[src/rtl/neighbor_pixel_stream.sv]
// neighbor_pixel_stream
//
// Takes one event coordinate (x, y) and a runtime L1 radius. It walks the
// L1 neighbourhood ring by ring and emits one neighbour pixel index per
// cycle over a valid/ready handshake. The candidate order matches the
// fixed 25-entry generator in graph_build:
//   - the centre comes first;
//   - each ring d starts from (d,0) and steps (-1,+1), (-1,-1), (+1,-1),
//     (+1,+1), with d steps of each.
// Out-of-frame neighbours are reported as -1. When skip is set they are
// dropped instead, but they still use one internal cycle.
//
// Ports:
//   clk, rstn          clock, synchronous active-low reset
//   in_valid/in_ready  request handshake (one request at a time)
//   in_x, in_y         event coordinate
//   in_radius          requested L1 radius, clamped to MAX_RADIUS
//   in_skip            1 = suppress out-of-frame neighbours
//   out_valid/ready    neighbour beat handshake
//   out_pixel          y*X_PIXEL+x of the neighbour, -1 when out of frame
//   out_seq            canonical index in the full (unskipped) ordering
//   out_dist           L1 distance of the neighbour
//   done               one-cycle pulse after the last candidate is handled
module neighbor_pixel_stream #(
    parameter int X_PIXEL    = 120,
    parameter int Y_PIXEL    = 100,
    parameter int MAX_RADIUS = 3,
    parameter int PIX_W      = $clog2(X_PIXEL*Y_PIXEL)+2,
    parameter int SEQ_W      = $clog2(2*MAX_RADIUS*(MAX_RADIUS+1)+1),
    parameter int R_W        = $clog2(MAX_RADIUS+1)
) (
    input  logic                       clk,
    input  logic                       rstn,
    input  logic                       in_valid,
    output logic                       in_ready,
    input  logic [$clog2(X_PIXEL)-1:0] in_x,
    input  logic [$clog2(Y_PIXEL)-1:0] in_y,
    input  logic [R_W:0]               in_radius,
    input  logic                       in_skip,
    output logic                       out_valid,
    input  logic                       out_ready,
    output logic signed [PIX_W-1:0]    out_pixel,
    output logic [SEQ_W-1:0]           out_seq,
    output logic [R_W-1:0]             out_dist,
    output logic                       done
);

    localparam int XW  = $clog2(X_PIXEL);
    localparam int YW  = $clog2(Y_PIXEL);
    localparam int MW0 = (XW > YW) ? XW : YW;
    localparam int MW  = (MW0 > R_W + 1) ? MW0 : R_W + 1;
    // Coordinate width has one sign bit and one headroom bit, so that
    // x+dx can never wrap.
    localparam int CW  = MW + 2;
    localparam int DW  = R_W + 2;

    localparam logic signed [CW-1:0]    X_LIM    = CW'(X_PIXEL);
    localparam logic signed [CW-1:0]    Y_LIM    = CW'(Y_PIXEL);
    localparam logic signed [PIX_W-1:0] X_MUL    = PIX_W'(X_PIXEL);
    localparam logic [R_W:0]            MAXR_EXT = (R_W+1)'(MAX_RADIUS);
    localparam logic [R_W-1:0]          MAXR     = R_W'(MAX_RADIUS);
    localparam logic [R_W-1:0]          R_ONE    = R_W'(1);
    localparam logic [SEQ_W-1:0]        SEQ_ONE  = SEQ_W'(1);
    localparam logic signed [DW-1:0]    ZERO     = '0;
    localparam logic signed [DW-1:0]    ONE      = DW'(1);

    typedef enum logic {IDLE, WALK} state_t;

    state_t                  state_q, state_d;
    logic [XW-1:0]           x_q, x_d;
    logic [YW-1:0]           y_q, y_d;
    logic [R_W-1:0]          r_q, r_d;
    logic                    skip_q, skip_d;
    logic signed [DW-1:0]    dx_q, dx_d;
    logic signed [DW-1:0]    dy_q, dy_d;
    logic                    out_valid_q, out_valid_d;
    logic signed [PIX_W-1:0] out_pixel_q, out_pixel_d;
    logic [SEQ_W-1:0]        out_seq_q, out_seq_d;
    logic [R_W-1:0]          out_dist_q, out_dist_d;
    logic                    done_q, done_d;

    logic signed [DW-1:0]    d_s;
    logic                    ring_end, last_cand, advance;
    logic signed [DW-1:0]    nxt_dx, nxt_dy;
    logic [R_W-1:0]          nxt_d;
    logic signed [CW-1:0]    c_x, c_y, c_px, c_py;
    logic signed [DW-1:0]    c_dx, c_dy;
    logic                    c_skip, c_inv;
    logic signed [PIX_W-1:0] c_pix;

    assign d_s = $signed({2'b00, out_dist_q});

    // The candidate in the output slot tells us where the next step goes.
    // The current quadrant picks the direction. The ring ends when we are
    // back at (d,0). The centre also matches this with d=0.
    always_comb begin
        ring_end  = (dx_q == d_s) && (dy_q == ZERO);
        last_cand = ring_end && (out_dist_q == r_q);
        nxt_d     = out_dist_q;
        nxt_dx    = dx_q;
        nxt_dy    = dy_q;
        if (ring_end) begin
            nxt_d  = out_dist_q + R_ONE;
            nxt_dx = d_s;
            nxt_dy = ONE;
        end else if (dx_q > ZERO && dy_q >= ZERO) begin
            nxt_dx = dx_q - ONE;
            nxt_dy = dy_q + ONE;
        end else if (dx_q <= ZERO && dy_q > ZERO) begin
            nxt_dx = dx_q - ONE;
            nxt_dy = dy_q - ONE;
        end else if (dx_q < ZERO && dy_q <= ZERO) begin
            nxt_dx = dx_q + ONE;
            nxt_dy = dy_q - ONE;
        end else begin
            nxt_dx = dx_q + ONE;
            nxt_dy = dy_q + ONE;
        end
    end

    // Compute the pixel index and frame check for the candidate about to
    // be loaded. While idle this is the centre of the incoming request.
    always_comb begin
        if (state_q == IDLE) begin
            c_x    = $signed({{(CW-XW){1'b0}}, in_x});
            c_y    = $signed({{(CW-YW){1'b0}}, in_y});
            c_dx   = ZERO;
            c_dy   = ZERO;
            c_skip = in_skip;
        end else begin
            c_x    = $signed({{(CW-XW){1'b0}}, x_q});
            c_y    = $signed({{(CW-YW){1'b0}}, y_q});
            c_dx   = nxt_dx;
            c_dy   = nxt_dy;
            c_skip = skip_q;
        end
        c_px  = c_x + $signed({{(CW-DW){c_dx[DW-1]}}, c_dx});
        c_py  = c_y + $signed({{(CW-DW){c_dy[DW-1]}}, c_dy});
        c_inv = (c_x >= X_LIM) || (c_y >= Y_LIM) ||
                c_px[CW-1] || (c_px >= X_LIM) ||
                c_py[CW-1] || (c_py >= Y_LIM);
        c_pix = c_inv ? '1 : (PIX_W'(c_py) * X_MUL + PIX_W'(c_px));
    end

    // The slot may advance when it is empty or its beat is being taken.
    // An empty slot is either a skipped candidate or an idle state.
    assign advance = (state_q == WALK) && (!out_valid_q || out_ready);

    always_comb begin
        state_d     = state_q;
        x_d         = x_q;
        y_d         = y_q;
        r_d         = r_q;
        skip_d      = skip_q;
        dx_d        = dx_q;
        dy_d        = dy_q;
        out_valid_d = out_valid_q;
        out_pixel_d = out_pixel_q;
        out_seq_d   = out_seq_q;
        out_dist_d  = out_dist_q;
        done_d      = 1'b0;
        case (state_q)
            IDLE: begin
                out_valid_d = 1'b0;
                if (in_valid) begin
                    state_d     = WALK;
                    x_d         = in_x;
                    y_d         = in_y;
                    r_d         = (in_radius > MAXR_EXT) ? MAXR : in_radius[R_W-1:0];
                    skip_d      = in_skip;
                    dx_d        = ZERO;
                    dy_d        = ZERO;
                    out_seq_d   = '0;
                    out_dist_d  = '0;
                    out_pixel_d = c_pix;
                    out_valid_d = !(c_skip && c_inv);
                end
            end
            WALK: begin
                if (advance) begin
                    if (last_cand) begin
                        state_d     = IDLE;
                        done_d      = 1'b1;
                        out_valid_d = 1'b0;
                    end else begin
                        dx_d        = nxt_dx;
                        dy_d        = nxt_dy;
                        out_dist_d  = nxt_d;
                        out_seq_d   = out_seq_q + SEQ_ONE;
                        out_pixel_d = c_pix;
                        out_valid_d = !(c_skip && c_inv);
                    end
                end
            end
            default: state_d = IDLE;
        endcase
    end

    always_ff @(posedge clk) begin
        if (!rstn) begin
            state_q     <= IDLE;
            x_q         <= '0;
            y_q         <= '0;
            r_q         <= '0;
            skip_q      <= 1'b0;
            dx_q        <= '0;
            dy_q        <= '0;
            out_valid_q <= 1'b0;
            out_pixel_q <= '1;
            out_seq_q   <= '0;
            out_dist_q  <= '0;
            done_q      <= 1'b0;
        end else begin
            state_q     <= state_d;
            x_q         <= x_d;
            y_q         <= y_d;
            r_q         <= r_d;
            skip_q      <= skip_d;
            dx_q        <= dx_d;
            dy_q        <= dy_d;
            out_valid_q <= out_valid_d;
            out_pixel_q <= out_pixel_d;
            out_seq_q   <= out_seq_d;
            out_dist_q  <= out_dist_d;
            done_q      <= done_d;
        end
    end

    assign in_ready  = (state_q == IDLE);
    assign out_valid = out_valid_q;
    assign out_pixel = out_pixel_q;
    assign out_seq   = out_seq_q;
    assign out_dist  = out_dist_q;
    assign done      = done_q;

endmodule

[config.mk]
export PLATFORM = sky130hd
export DESIGN_NAME = neighbor_pixel_stream
export DESIGN_NICKNAME = d
export VERILOG_FILES = /design/src/rtl/neighbor_pixel_stream.sv
export SDC_FILE = /design/constraint.sdc
export NUM_CORES = 1
export LEC_CHECK = 0
export CORE_ASPECT_RATIO = 0.7
export CORE_UTILIZATION = 54
export CTS_BUF_LIST = sky130_fd_sc_hd__clkbuf_4
export CTS_CLUSTER_SIZE = 28
export DETAILED_ROUTE_END_ITERATION = 12
export PLACE_DENSITY = 0.79
export SLEW_MARGIN = 20
export SYNTH_ARGS = -nofsm -noshare
export SYNTH_HDL_FRONTEND = slang
export SYNTH_SLANG_ARGS = --single-unit
export TNS_END_PERCENT = 1
[constraint.sdc]
create_clock -name clk -period 6.3 [get_ports clk]
set_input_delay 1.26 -clock clk [delete_from_list [all_inputs] [get_ports clk]]
set_output_delay 1.26 -clock clk [all_outputs]
set_load 0.01 [all_outputs]
==> flow_summary.yaml <==
outcome:
  run_status: "finished, final reports clean"
sta:
  slew-limit-headroom_pct: 32.22
  fmax_ghz: 0.1633
  final_max_slew_viol_count: 0
  final.setup.tns_ns: 0
  setup_viol: 0
  worst-slew-pin-transition_ns: 1.010
  final_critical_path_setup_slack_ns: 0.1751
  finClkSkew_ns: 0.01526
  hold_viol: 0
  period_utilisation_layout_pct: 97.22
  period_minus_slack_ns: 6.125
floorplan:
  die_area_mm2: 0.008970
  die_w_um: 112.8
  num_io_pins: 48
  std_cell_rows: 27
  die-height_um: 79.54
  placeable_area_mm2: 0.008074
  start_util_pct: 57.45
synthesis:
  synth_top_area_share_pct: 22.01
  syn_inst: 575
  async_flop_share_pct: 0
  netlist_area_mm2: 0.004638
  ys_dominant_reg_cell: "dfxtp_1"
  yosys_warnings: 0
  post_synth_num_cell_types: 61
  synth-seq-area-share_pct: 22.01
  synth.top_cells.by_area: "dfxtp_1, ha_1, fa_1"
  synth_seq_cells: 51
  synth.net_count: 665
  netlist.top_cell.by_area: "dfxtp_1"
  synth_enable_flop_cells: 0
  synthesis.area_per_instance_um2: 8.066
final_layout:
  final_cell_mix: "buf_4, nand2_1, inv_1"
  post_route_cells_drive_above_1_share_pct: 22.73
  antennaDiodeCount: 0
  mostFrequentLayoutCell: "buf_4"
  layout-area-overhead-vs-synth_pct: 30.02
  layout.nets: 771
global_routing:
  grt_antenna_before_repair: 0
  globalRouteTotalUtil_pct: 28.96
  grt_first_pass_wirelength_um: 20870
  maximum_number_of_pins_on_one_net_before_global_route_repair: 35
  via_count_of_the_first_global_routing_pass: 4421
  overflow: 0
drt:
  drt_first_pass_iters: 4
  postRouteWirelength_um: 12790
  route.detailed.vias_per_inst: 5.807
  detail_route.drc_violations: 0
  antenna_violating_nets_post_route: 0
  drt-wirelength-per-cell_um: 16.34
  detail_route.iter0.violations: 335
  routed-via-count: 4547
worst_setup_path:
  critical_path_arrival_ns: 6.42
  element_type_at_the_critical_path_start: "register"
  criticalPathCategory: "reg2reg"
  cpMaxStageDelayCell: "fa_1"
  worstPathRequired_ns: 6.59
  timing.critical_path.slowest_cell_delay_ns: 0.50
  worst_setup_path_end_kind: "register"
  path_common_cell: "ha_1"
  critPathMaxFanout: 7
flow_run:
  drv_cap: 0
placement:
  gp_congestion: 0.8940
  buffer_ports.inserted: 47
  place_hpwl_um: 9315
  dpl_worst_slack_ns: -0.6089
cts:
  tritoncts.num_buffers: 5
  clk_latency_ns: 0.40
  cts_max_path_buffers: 2
  cts_sinks: 51
  cts_tree: "done"
  cts_root_buf: "clkbuf_4"
  clkSlewWorstSetupHoldPaths_ns: 0.17
  htree_levels: 2
min_path:
  hp-class: "reg2reg"
power_and_ir_drop:
  vdd.ir_drop.worst_mv: 0.3617
  cellLeakagePower_nw: 2.717
  power.density_mw_per_mm2: 528.0
==> kinds of logic (layout without fill, tap and decap cells) <==
group / after synthesis / after routing / share of synthesized area, %
flops: 51 / 51 / 22.01
mux: 18 / 18 / 4.208
xor+xnor: 45 / 45 / 8.497
simple gates: 183 / 183 / 19.21
fa+ha+maj: 68 / 68 / 20.61
compound gates: 135 / 135 / 19.02
buf+inv: 75 / 182 / 6.447
==> where the power goes <==
group	internal, W	switching [W]	total (W)
clock network	0.0000459	0.000125	0.000171
logic	0.00132	0.00128	0.00260
registers	0.000371	0.0000390	0.000410
total	0.00174	0.00145	0.00318
==> state kept, by name, summed over array words and instances (netlist names) <==
| register | count |
|---|---|
| x_q | 7 |
| y_q | 7 |
| dy_q | 4 |
| r_q | 2 |
| state_q | 1 |
| done | 1 |
| out_valid | 1 |
| out_dist | 2 |
| dx_q | 4 |
| out_seq | 5 |
| skip_q | 1 |
| out_pixel | 16 |
==> worst paths after layout <==
| path | to | start | cells past startpoint | slack (ns) |
|---|---|---|---|---|
| setup / recovery | out_pixel[14] | dy_q[0] | 31 | 0.18 |
| hold / removal | x_q[0] | x_q[0] | 2 | 0.47 |
| setup reg to reg | out_pixel[14] | dy_q[0] | 31 | 0.18 |
| hold reg to reg | x_q[0] | x_q[0] | 2 | 0.47 |
==> critical path, delay by kind of cell, from the launching register on <==
| kind | cells | cell delay (ns) |
|---|---|---|
| and+or+nand+nor | 7 | 1.00 |
| AOI/OAI and AO/OA | 8 | 1.38 |
| DFF | 1 | 0.39 |
| adders and majority gates | 7 | 2.29 |
| buffers and inverters | 5 | 0.36 |
| xor gates and xnor gates | 4 | 0.61 |
==> metrics by stage <==
stage                     cells  util [%]  instance area (um2)  power (W)  hold WS, ns
after floorplan             575         -                 4651   0.001821       0.4329
after global placement      769     69.97                 5649   0.002561       0.4385
after detailed placement    769     69.97                 5649   0.002624       0.4473
after CTS                   778     71.28                 5756   0.002869       0.4678
after global routing        783     74.69                 6031   0.003428       0.4903
final                       783     74.69                 6031   0.003184       0.4650
==> final cells by class <==
| type | count | area (um2) |
|---|---|---|
| clock buffers | 5 | 37.54 |
| repair buffers | 119 | 1016 |
| clock inverters | 3 | 23.77 |
| fillers | 601 | 2043 |
| inverters | 55 | 206.4 |
| well taps | 101 | 126.4 |
| flip-flops and latches | 51 | 1023 |
| multi-input cells | 449 | 3597 |
==> what timing repair did <==
action	in CTS	in global routing
hold buffers	0	0
buffers inserted	1	5
resized for setup	8	51
endpoints found under the setup margin	4	5
pin swaps	6	27
==> per-layer routing <==
layer / GRT usage (%) / up-vias / routed length (um)
met1: 40.05 / 2180 / 6008
met3: 4.860 / 14 / 839
met2: 48.09 / 154 / 5806
met5: 0 / - / 0
met4: 4.800 / 0 / 138
li1: - / 2199 / -
==> cells in the mapped netlist (2+ instances only) <==
library cell and number:
a211oi_1 6, a21boi_0 2, a21o_1 9, a21oi_1 48, a22oi_1 3, a2bb2oi_1 2, a31oi_1 8, a41o_1 2
and2_1 3, buf_2 2, buf_6 2, clkbuf_1 15, clkinv_1 2, dfxtp_1 51, fa_1 14, ha_1 54
inv_1 53, mux2_2 12, mux2i_1 6, nand2_1 63, nand2b_1 4, nand3_1 6, nand4_1 6, nor2_1 48
nor2b_1 7, nor2b_2 2, nor3_1 19, nor4_1 6, nor4_2 6, o2111ai_1 2, o211ai_1 2, o21a_1 4
o21ai_0 19, o21ai_1 11, o21bai_1 3, o32ai_2 2, or2_2 3, or3_1 2, xnor2_1 27, xor2_1 18
(Power assumes the default switching activity.)
